### src/rtl/alu_stim_driver.sv
`default_nettype none
// ============================================================================
// Module   : alu_stim_driver
// Purpose  : On-board stimulus initiator for the mipscpu ALU port. Each
//            key_ok press runs a fixed five-step script (ADD, SUB, AND, OR,
//            SLT). Every step holds OPA/OPB/sel for HOLD_CYCLES clocks, then
//            captures alu_out into last_result.
// Option   : `define ALU_STIM_SELFCHECK_EN adds a reference model. Each
//            capture is compared against it and err_count (saturating at 7)
//            records the mismatching steps. Without the macro, err_count
//            stays 0 and pass follows done.
// Ports    : clk, rstn (async, active-low), key_ok (raw async level)
//            alu_out, alu_zero_flag    - ALU response
//            data_1, data_2, sel       - ALU stimulus (0 when not driving)
//            busy, done, step          - run status
//            last_result, err_count, pass - capture/self-check results
// Revision : 1.0 - initial release
// ============================================================================
module alu_stim_driver #(
    parameter int                   WORD_SIZE   = 16,
    parameter int                   OP_SIZE     = 4,
    parameter int                   HOLD_CYCLES = 1000,
    parameter logic [WORD_SIZE-1:0] OPA         = 16'h0004,
    parameter logic [WORD_SIZE-1:0] OPB         = 16'h0005
) (
    input  logic                 clk,
    input  logic                 rstn,
    input  logic                 key_ok,
    input  logic [WORD_SIZE-1:0] alu_out,
    input  logic                 alu_zero_flag,
    output logic [WORD_SIZE-1:0] data_1,
    output logic [WORD_SIZE-1:0] data_2,
    output logic [OP_SIZE-1:0]   sel,
    output logic                 busy,
    output logic                 done,
    output logic [2:0]           step,
    output logic [WORD_SIZE-1:0] last_result,
    output logic [2:0]           err_count,
    output logic                 pass
);

    localparam logic [OP_SIZE-1:0] c_OP_AND = OP_SIZE'(4'b0101);
    localparam logic [OP_SIZE-1:0] c_OP_OR  = OP_SIZE'(4'b0110);
    localparam logic [OP_SIZE-1:0] c_OP_ADD = OP_SIZE'(4'b0111);
    localparam logic [OP_SIZE-1:0] c_OP_SUB = OP_SIZE'(4'b1000);
    localparam logic [OP_SIZE-1:0] c_OP_SLT = OP_SIZE'(4'b1001);
    localparam logic [15:0]        c_HOLD_RELOAD = 16'(HOLD_CYCLES - 1);
    localparam logic [2:0]         c_LAST_STEP   = 3'd4;

    typedef enum logic [1:0] {
        ST_IDLE  = 2'd0,
        ST_DRIVE = 2'd1,
        ST_DONE  = 2'd2
    } state_t;

    state_t               r_state, w_state_nxt;
    logic                 r_sync1, r_sync2, r_prev;
    logic [1:0]           r_vld;
    logic                 w_start;
    logic [2:0]           r_step, w_step_nxt;
    logic [15:0]          r_cnt, w_cnt_nxt;
    logic [WORD_SIZE-1:0] r_last, w_last_nxt;
    logic [2:0]           r_err, w_err_nxt;
    logic [OP_SIZE-1:0]   w_script_sel;
    logic                 w_mismatch;
    logic                 w_drive;

    // Synchronizer plus edge detector. r_prev resets high and is only allowed
    // to follow the synchronized level once r_sync2 holds a real sample
    // (r_vld[1]), so a key held high through reset is not mistaken for a press.
    always_ff @(posedge clk or negedge rstn) begin
        if (!rstn) begin
            r_sync1 <= 1'b0;
            r_sync2 <= 1'b0;
            r_vld   <= 2'b00;
            r_prev  <= 1'b1;
        end else begin
            r_sync1 <= key_ok;
            r_sync2 <= r_sync1;
            r_vld   <= {r_vld[0], 1'b1};
            r_prev  <= r_vld[1] ? r_sync2 : 1'b1;
        end
    end

    assign w_start = r_sync2 & ~r_prev;

    always_comb begin
        case (r_step)
            3'd0:    w_script_sel = c_OP_ADD;
            3'd1:    w_script_sel = c_OP_SUB;
            3'd2:    w_script_sel = c_OP_AND;
            3'd3:    w_script_sel = c_OP_OR;
            default: w_script_sel = c_OP_SLT;
        endcase
    end

`ifdef ALU_STIM_SELFCHECK_EN
    logic [WORD_SIZE-1:0] w_expected;

    always_comb begin
        w_expected = '0;
        case (w_script_sel)
            c_OP_AND: w_expected = OPA & OPB;
            c_OP_OR:  w_expected = OPA | OPB;
            c_OP_ADD: w_expected = OPA + OPB;
            c_OP_SUB: w_expected = OPA - OPB;
            c_OP_SLT: w_expected = ($signed(OPA) < $signed(OPB)) ? WORD_SIZE'(1) : '0;
            default:  w_expected = '0;
        endcase
    end

    assign w_mismatch = (alu_out != w_expected) ||
                        (alu_zero_flag != (w_expected == '0));
`else
    logic w_unused_zero;
    assign w_unused_zero = alu_zero_flag;
    assign w_mismatch    = 1'b0;
`endif

    // State and datapath registers
    always_ff @(posedge clk or negedge rstn) begin
        if (!rstn) begin
            r_state <= ST_IDLE;
            r_step  <= '0;
            r_cnt   <= '0;
            r_last  <= '0;
            r_err   <= '0;
        end else begin
            r_state <= w_state_nxt;
            r_step  <= w_step_nxt;
            r_cnt   <= w_cnt_nxt;
            r_last  <= w_last_nxt;
            r_err   <= w_err_nxt;
        end
    end

    always_comb begin
        w_state_nxt = r_state;
        w_step_nxt  = r_step;
        w_cnt_nxt   = r_cnt;
        w_last_nxt  = r_last;
        w_err_nxt   = r_err;
        case (r_state)
            ST_IDLE, ST_DONE: begin
                if (w_start) begin
                    w_state_nxt = ST_DRIVE;
                    w_step_nxt  = '0;
                    w_cnt_nxt   = c_HOLD_RELOAD;
                    w_last_nxt  = '0;
                    w_err_nxt   = '0;
                end
            end
            ST_DRIVE: begin
                if (r_cnt != '0) begin
                    w_cnt_nxt = r_cnt - 16'd1;
                end else begin
                    // Final edge of the step: capture and advance together so
                    // the next step is driven with no idle gap.
                    w_last_nxt = alu_out;
                    if (w_mismatch && (r_err != 3'd7)) begin
                        w_err_nxt = r_err + 3'd1;
                    end
                    if (r_step == c_LAST_STEP) begin
                        w_state_nxt = ST_DONE;
                    end else begin
                        w_step_nxt = r_step + 3'd1;
                        w_cnt_nxt  = c_HOLD_RELOAD;
                    end
                end
            end
            default: w_state_nxt = ST_IDLE;
        endcase
    end

    assign w_drive     = (r_state == ST_DRIVE);
    assign data_1      = w_drive ? OPA : '0;
    assign data_2      = w_drive ? OPB : '0;
    assign sel         = w_drive ? w_script_sel : '0;
    assign busy        = w_drive;
    assign done        = (r_state == ST_DONE);
    assign step        = r_step;
    assign last_result = r_last;
    assign err_count   = r_err;
    assign pass        = done && (r_err == 3'd0);

endmodule
`default_nettype wire

### config.mk
export PLATFORM = sky130hd
export DESIGN_NAME = alu_stim_driver
export DESIGN_NICKNAME = d
export VERILOG_FILES = /design/src/rtl/alu_stim_driver.sv
export SDC_FILE = /design/constraint.sdc
export NUM_CORES = 1
export LEC_CHECK = 0
export BUFFER_PORTS_ARGS = -buffer_cell sky130_fd_sc_hd__buf_4
export CORE_MARGIN = 4
export CORE_UTILIZATION = 54
export CTS_BUF_LIST = sky130_fd_sc_hd__clkbuf_16
export CTS_CLUSTER_DIAMETER = 100
export DETAILED_ROUTE_END_ITERATION = 7
export PLACE_DENSITY = 0.9
export SKIP_CTS_REPAIR_TIMING = 1
export SLEW_MARGIN = 20
export SYNTH_ARGS = -nofsm -noshare
export SYNTH_HDL_FRONTEND = slang
export SYNTH_SLANG_ARGS = --single-unit
### constraint.sdc
create_clock -name clk -period 4 [get_ports clk]
set_clock_uncertainty 0.2 [all_clocks]
set_input_delay 0.4 -clock clk [delete_from_list [all_inputs] [get_ports clk]]
set_output_delay 0.4 -clock clk [all_outputs]
set_load 0.02 [all_outputs]
After elaboration in Yosys (flattened, before gate mapping):

Cells that the tools add are included.

* register bits: 42
* bits of input ports: 20
* output and inout bits: 61
* logic and storage cells: 52

* $add $sub $neg: 2
* equality and inequality tests: 11
* mux-type cells: 20
* bitwise gates (word level): 2
* reductions and logical operators: 9

Operator list (count)
* $mux 16: 5
* $pmux 16 s2: 2
* $pmux 4 s4: 1
* $reduce_bool 16->1: 1
* $sub 16x1->16 const B: 1
* $mux 3: 5
* $reduce_and 3->1: 3
* $eq 3x2->1 const B: 2
* $mux 2: 3
* $ne 2x2->1 const B: 3
* $pmux 3 s2: 1
* $mux 4: 1
* $pmux 2 s2: 1
* $reduce_and 4->1: 1
* $add 3x1->3 const B: 1
* $eq 3x1->1 const B: 1
* $eq 3x3->1 const B: 1
* $logic_not 3->1: 1
* $ne 3x3->1 const B: 1
* $eq 2x1->1 const B: 1
* $eq 2x2->1 const B: 1
* $logic_not 2->1: 1
* $ne 2x1->1 const B: 1
* $reduce_bool 2->1: 1
* 4 further kinds: 4

Depth between registers and ports, before layout:

* depth in word-level cells: 4
* depth in mapped cells: 9
* depth with buffers taken out: 8

Worst setup path after synthesis:

No wires, ideal clock.

* path kind: flip-flop to flip-flop
* from: register r_cnt[12]
* to: register r_step[1] (netlist: step[1])
* setup time: 75 ps
* data arrival time: 2147 ps
* required time: 3725 ps
* slack: 1577 ps
* cell stages (with the launch flop): 7
* clock period less this slack: 2423 ps
* cell sequence: dfrtp_1 > or4_4 > or4_4 > nor4_4 > buf_6 > nand3_1 > o21ai_2

* longest elaborated chain between the ends: 3

RTL lines
* from (decl): line 61 `logic [15:0] r_cnt, w_cnt_nxt;`
* from (signal assigned): line 131 `r_cnt <= w_cnt_nxt;`
* $reduce_bool 16->1: line 154 `if (r_cnt != '0) begin`
* $ne 2x2->1 (no line)
* $reduce_and 4->1 (no line)
* to (signal assigned): line 130 `r_step <= w_step_nxt;`
* to (decl): line 60 `logic [2:0] r_step, w_step_nxt;`

No other way between the ends.
A chain may end at the register's enable or synchronous reset.

Worst setup path in the final report:

* from: register r_cnt[12]
* to: register r_step[2] (netlist: step[2])

The elaborated chain is that of the path after synthesis.

==> flow_summary_export.csv <==
group,metric,value,unit
floorplan,die_w,73.1,um
grt,antenna_found_initial,0,
cells_and_area,nNetsFinal,297,
cts,clock_sinks,42,
timing,fin_setup_tns,0,ns
cts,cts_tree,"yes",
floorplan,pin_count,81,
placed_design,place_area,2520,um2
cells_and_area,areaGrowthSynthToFinish,17.7,%
placed_design,dp_hpwl,3.57,mm
synthesis,synth.area.top_cells,"dfrtp_1, buf_4, a22o_2, ha_1, o21ai_0",
worst_hold_path,hold_start,"key_ok",
timing,setup_ws,1.07,ns
synthesis,synth_flop_cell,"dfrtp_1",
worst_hold_path,hold_depth,1,
synthesis,ys_ff_latch,42,
cells_and_area,drive_above_1_share,0.313,
synthesis,synthArstFlopShare,1.00,
drt,routed_wl,5.03,mm
drt,dr.pass1.iters,4,
floorplan,initial_utilization,0.565,
grt,grt_first_pass_wirelength,7.71,mm
synthesis,synth_top_area_frac,0.448,
worst_setup_path,startpoint_type,"register",
grt,overflow,0,
cells_and_area,multi_input_area,997,um2
grt,grt_pass1_vias,1571,
placed_design,pre_cts_slack,1.11,ns
cts,ctsHtreeMaxLevel,2,
synthesis,netlist_instances,225,
cells_and_area,antennaDiodeCount,0,
power_and_ir_drop,power.total,1230,uW
power_and_ir_drop,ir_drop,0.000224,V
worst_setup_path,crit_fanout,18,
drt,drt_iter0_drc,134,
timing,hold_violations,0,
synthesis,synth_area,2290,um2
worst_setup_path,crit_arrival,2.93,ns
synthesis,synth.avg_cell_area,10.2,um2
timing,period_share,0.732,
worst_setup_path,r2r_slack,1.07,ns
worst_hold_path,holdPathEnd,"r_sync1$_DFF_PN0_",
power_and_ir_drop,powerDensity,457,nW/um2
worst_setup_path,required,4.00,ns
synthesis,yosysWarningCount,0,
worst_setup_path,worstReg2RegStart,"r_cnt[12]$_DFFE_PN0P_",
synthesis,yosysSeqAreaShare,0.459,
worst_setup_path,path_cells,"or4_4 > or4_4 > nor4_4 > nand2_1 > o22ai_1",
cts,clock_latency,0.29,ns
drt,routed-via-count,1744,
grt,grt_max_degree,43,
grt,grt_usage,0.185,
floorplan,rows,23,
worst_setup_path,worstReg2RegEnd,"step[2]$_DFFE_PN0P_",
timing,min_period,2.93,ns
run_status,status,"finished clean",
cells_and_area,final.fill_count,317,
worst_setup_path,cp-end-kind,"register",
cts,root_buffer,"clkbuf_16",
timing,timing.hold.ws,0.0176,ns
cts,cts_buffers,5,
worst_setup_path,cpMostUsedCell,"or4_4",
floorplan,core_area,4060,um2
timing,slew_violations,0,
synthesis,netlist_top_cells_count,"dfrtp_1, buf_4, a22o_2, nand2_1, o21ai_0",
timing,timing.fmax,342,MHz
drt,ant_nets,0,
cts,ctsLongestPathBuffers,2,
drt,drc,0,
synthesis,synth_edf_count,0,
cells_and_area,seq_area,1050,um2
flow_run,cap_viol_max_count,0,
timing,worstMarginPinSlew,0.967,ns
worst_setup_path,crit_family,"simple AND/OR/NAND/NOR gates",
worst_setup_path,slowest_delay,0.81,ns
synthesis,yosysMostFrequentCell,"dfrtp_1",
timing,rsz0062_at_grt,"false",
synthesis,synth_cell_types,49,
worst_hold_path,hp-class,"in -> reg",
placed_design,gp_congestion,0.842,
worst_setup_path,path_buf_inv,0,
drt,routedWlPerCell,15.6,um
floorplan,dieArea,5350,um2
timing,slew_headroom,0.351,
timing,setup_viol,0,
power_and_ir_drop,p_leak,0.00130,uW
worst_setup_path,crit_type,"reg -> reg",
worst_setup_path,reg2reg_depth,5,
worst_setup_path,slowest_stage,"nor4_4",
placed_design,io_buffers,47,
drt,drt-vias-per-instance,5.42,
synthesis,synth_top_cell_by_area,"dfrtp_1",
floorplan,dieHeight,73.1,um
cells_and_area,stdcell_area,2700,um2
cts,clk_pin_slew,0.06,ns
flip-flops by register name, indices dropped and copies added (netlist names):
signal       flops
r_state          2
r_vld            2
step             3
last_result     16
r_prev           1
r_sync1          1
r_cnt           16
r_sync2          1
report_power, final:
part / switching, uW / internal [uW]
clock: 166 / 295
combinational: 182 / 94.5
sequential: 37.1 / 458
total: 385 / 848
kinds of logic (layout without fill, tap and decap cells):
kind of cell               Yosys count  count (layout)  share of synthesized area
other                                2              33                    0.00328
adders and majority gates            6               6                     0.0328
and+or+nand+nor                     65              65                      0.167
buffers and inverters               52              68                      0.156
AOI/OAI and AO/OA                   57              57                      0.177
DFF                                 42              42                      0.459
muxes                                1               1                    0.00437
worst reg2reg max path, cell delays in order, from the launching register on:
cell and delay [ns]:
dfrtp_1 0.40, or4_4 0.58, or4_4 0.51, nor4_4 0.81
nand2_1 0.16, o22ai_1 0.19
per-stage QoR:
step / std cells / util
6_report: 322 / 0.665
5_1_grt: 322 / 0.665
4_1_cts: 321 / 0.662
3_5_place_dp: 313 / 0.620
3_3_place_gp: 313 / 0.620
2_1_floorplan: 256 / -
layout make-up:
class,count,area share
multi-input combinational,162,0.370
clock inverter,3,0.0162
clock buffer,5,0.0464
timing repair buffer,50,0.140
inverter,10,0.0139
tap,50,0.0232
sequential,42,0.390
cells in the final DEF (no fill, tap or decap), types with 2 or more instances in the layout:
cell type and count:
conb_1 33, o21ai_1 2, nor2_1 11, nand4_1 2, nand3_1 6, buf_4 49, ha_1 6, nand4b_1 2
a211oi_1 2, o21ai_0 15, dfrtp_1 41, a22o_2 16, nor3_1 2, nand2_1 16, o211ai_1 3, a21oi_1 9
or2_2 2, clkbuf_16 5, or3_1 7, or4_4 2, or4_1 3, inv_1 10
layer usage:
layer	GRT usage	share of wire
met5	0	0
met4	0.0738	0.014
met3	0.0386	0.068
met2	0.305	0.52
met1	0.238	0.40
how the worst max path moves through the flow:
stage	endpoint	from	slack [ns]	cells past startpoint
6_report	step[2]$_DFFE_PN0P_	r_cnt[12]$_DFFE_PN0P_	1.07	5
2_1_floorplan	step[1]$_DFFE_PN0P_	r_cnt[12]$_DFFE_PN0P_	1.58	6
3_3_place_gp	step[2]$_DFFE_PN0P_	r_cnt[12]$_DFFE_PN0P_	1.13	5
4_1_cts	step[2]$_DFFE_PN0P_	r_cnt[12]$_DFFE_PN0P_	1.08	5
3_5_place_dp	step[2]$_DFFE_PN0P_	r_cnt[12]$_DFFE_PN0P_	1.11	5
5_1_grt	step[0]$_DFFE_PN0P_	r_cnt[12]$_DFFE_PN0P_	0.94	5
Power figures use the tool's default switching activity.
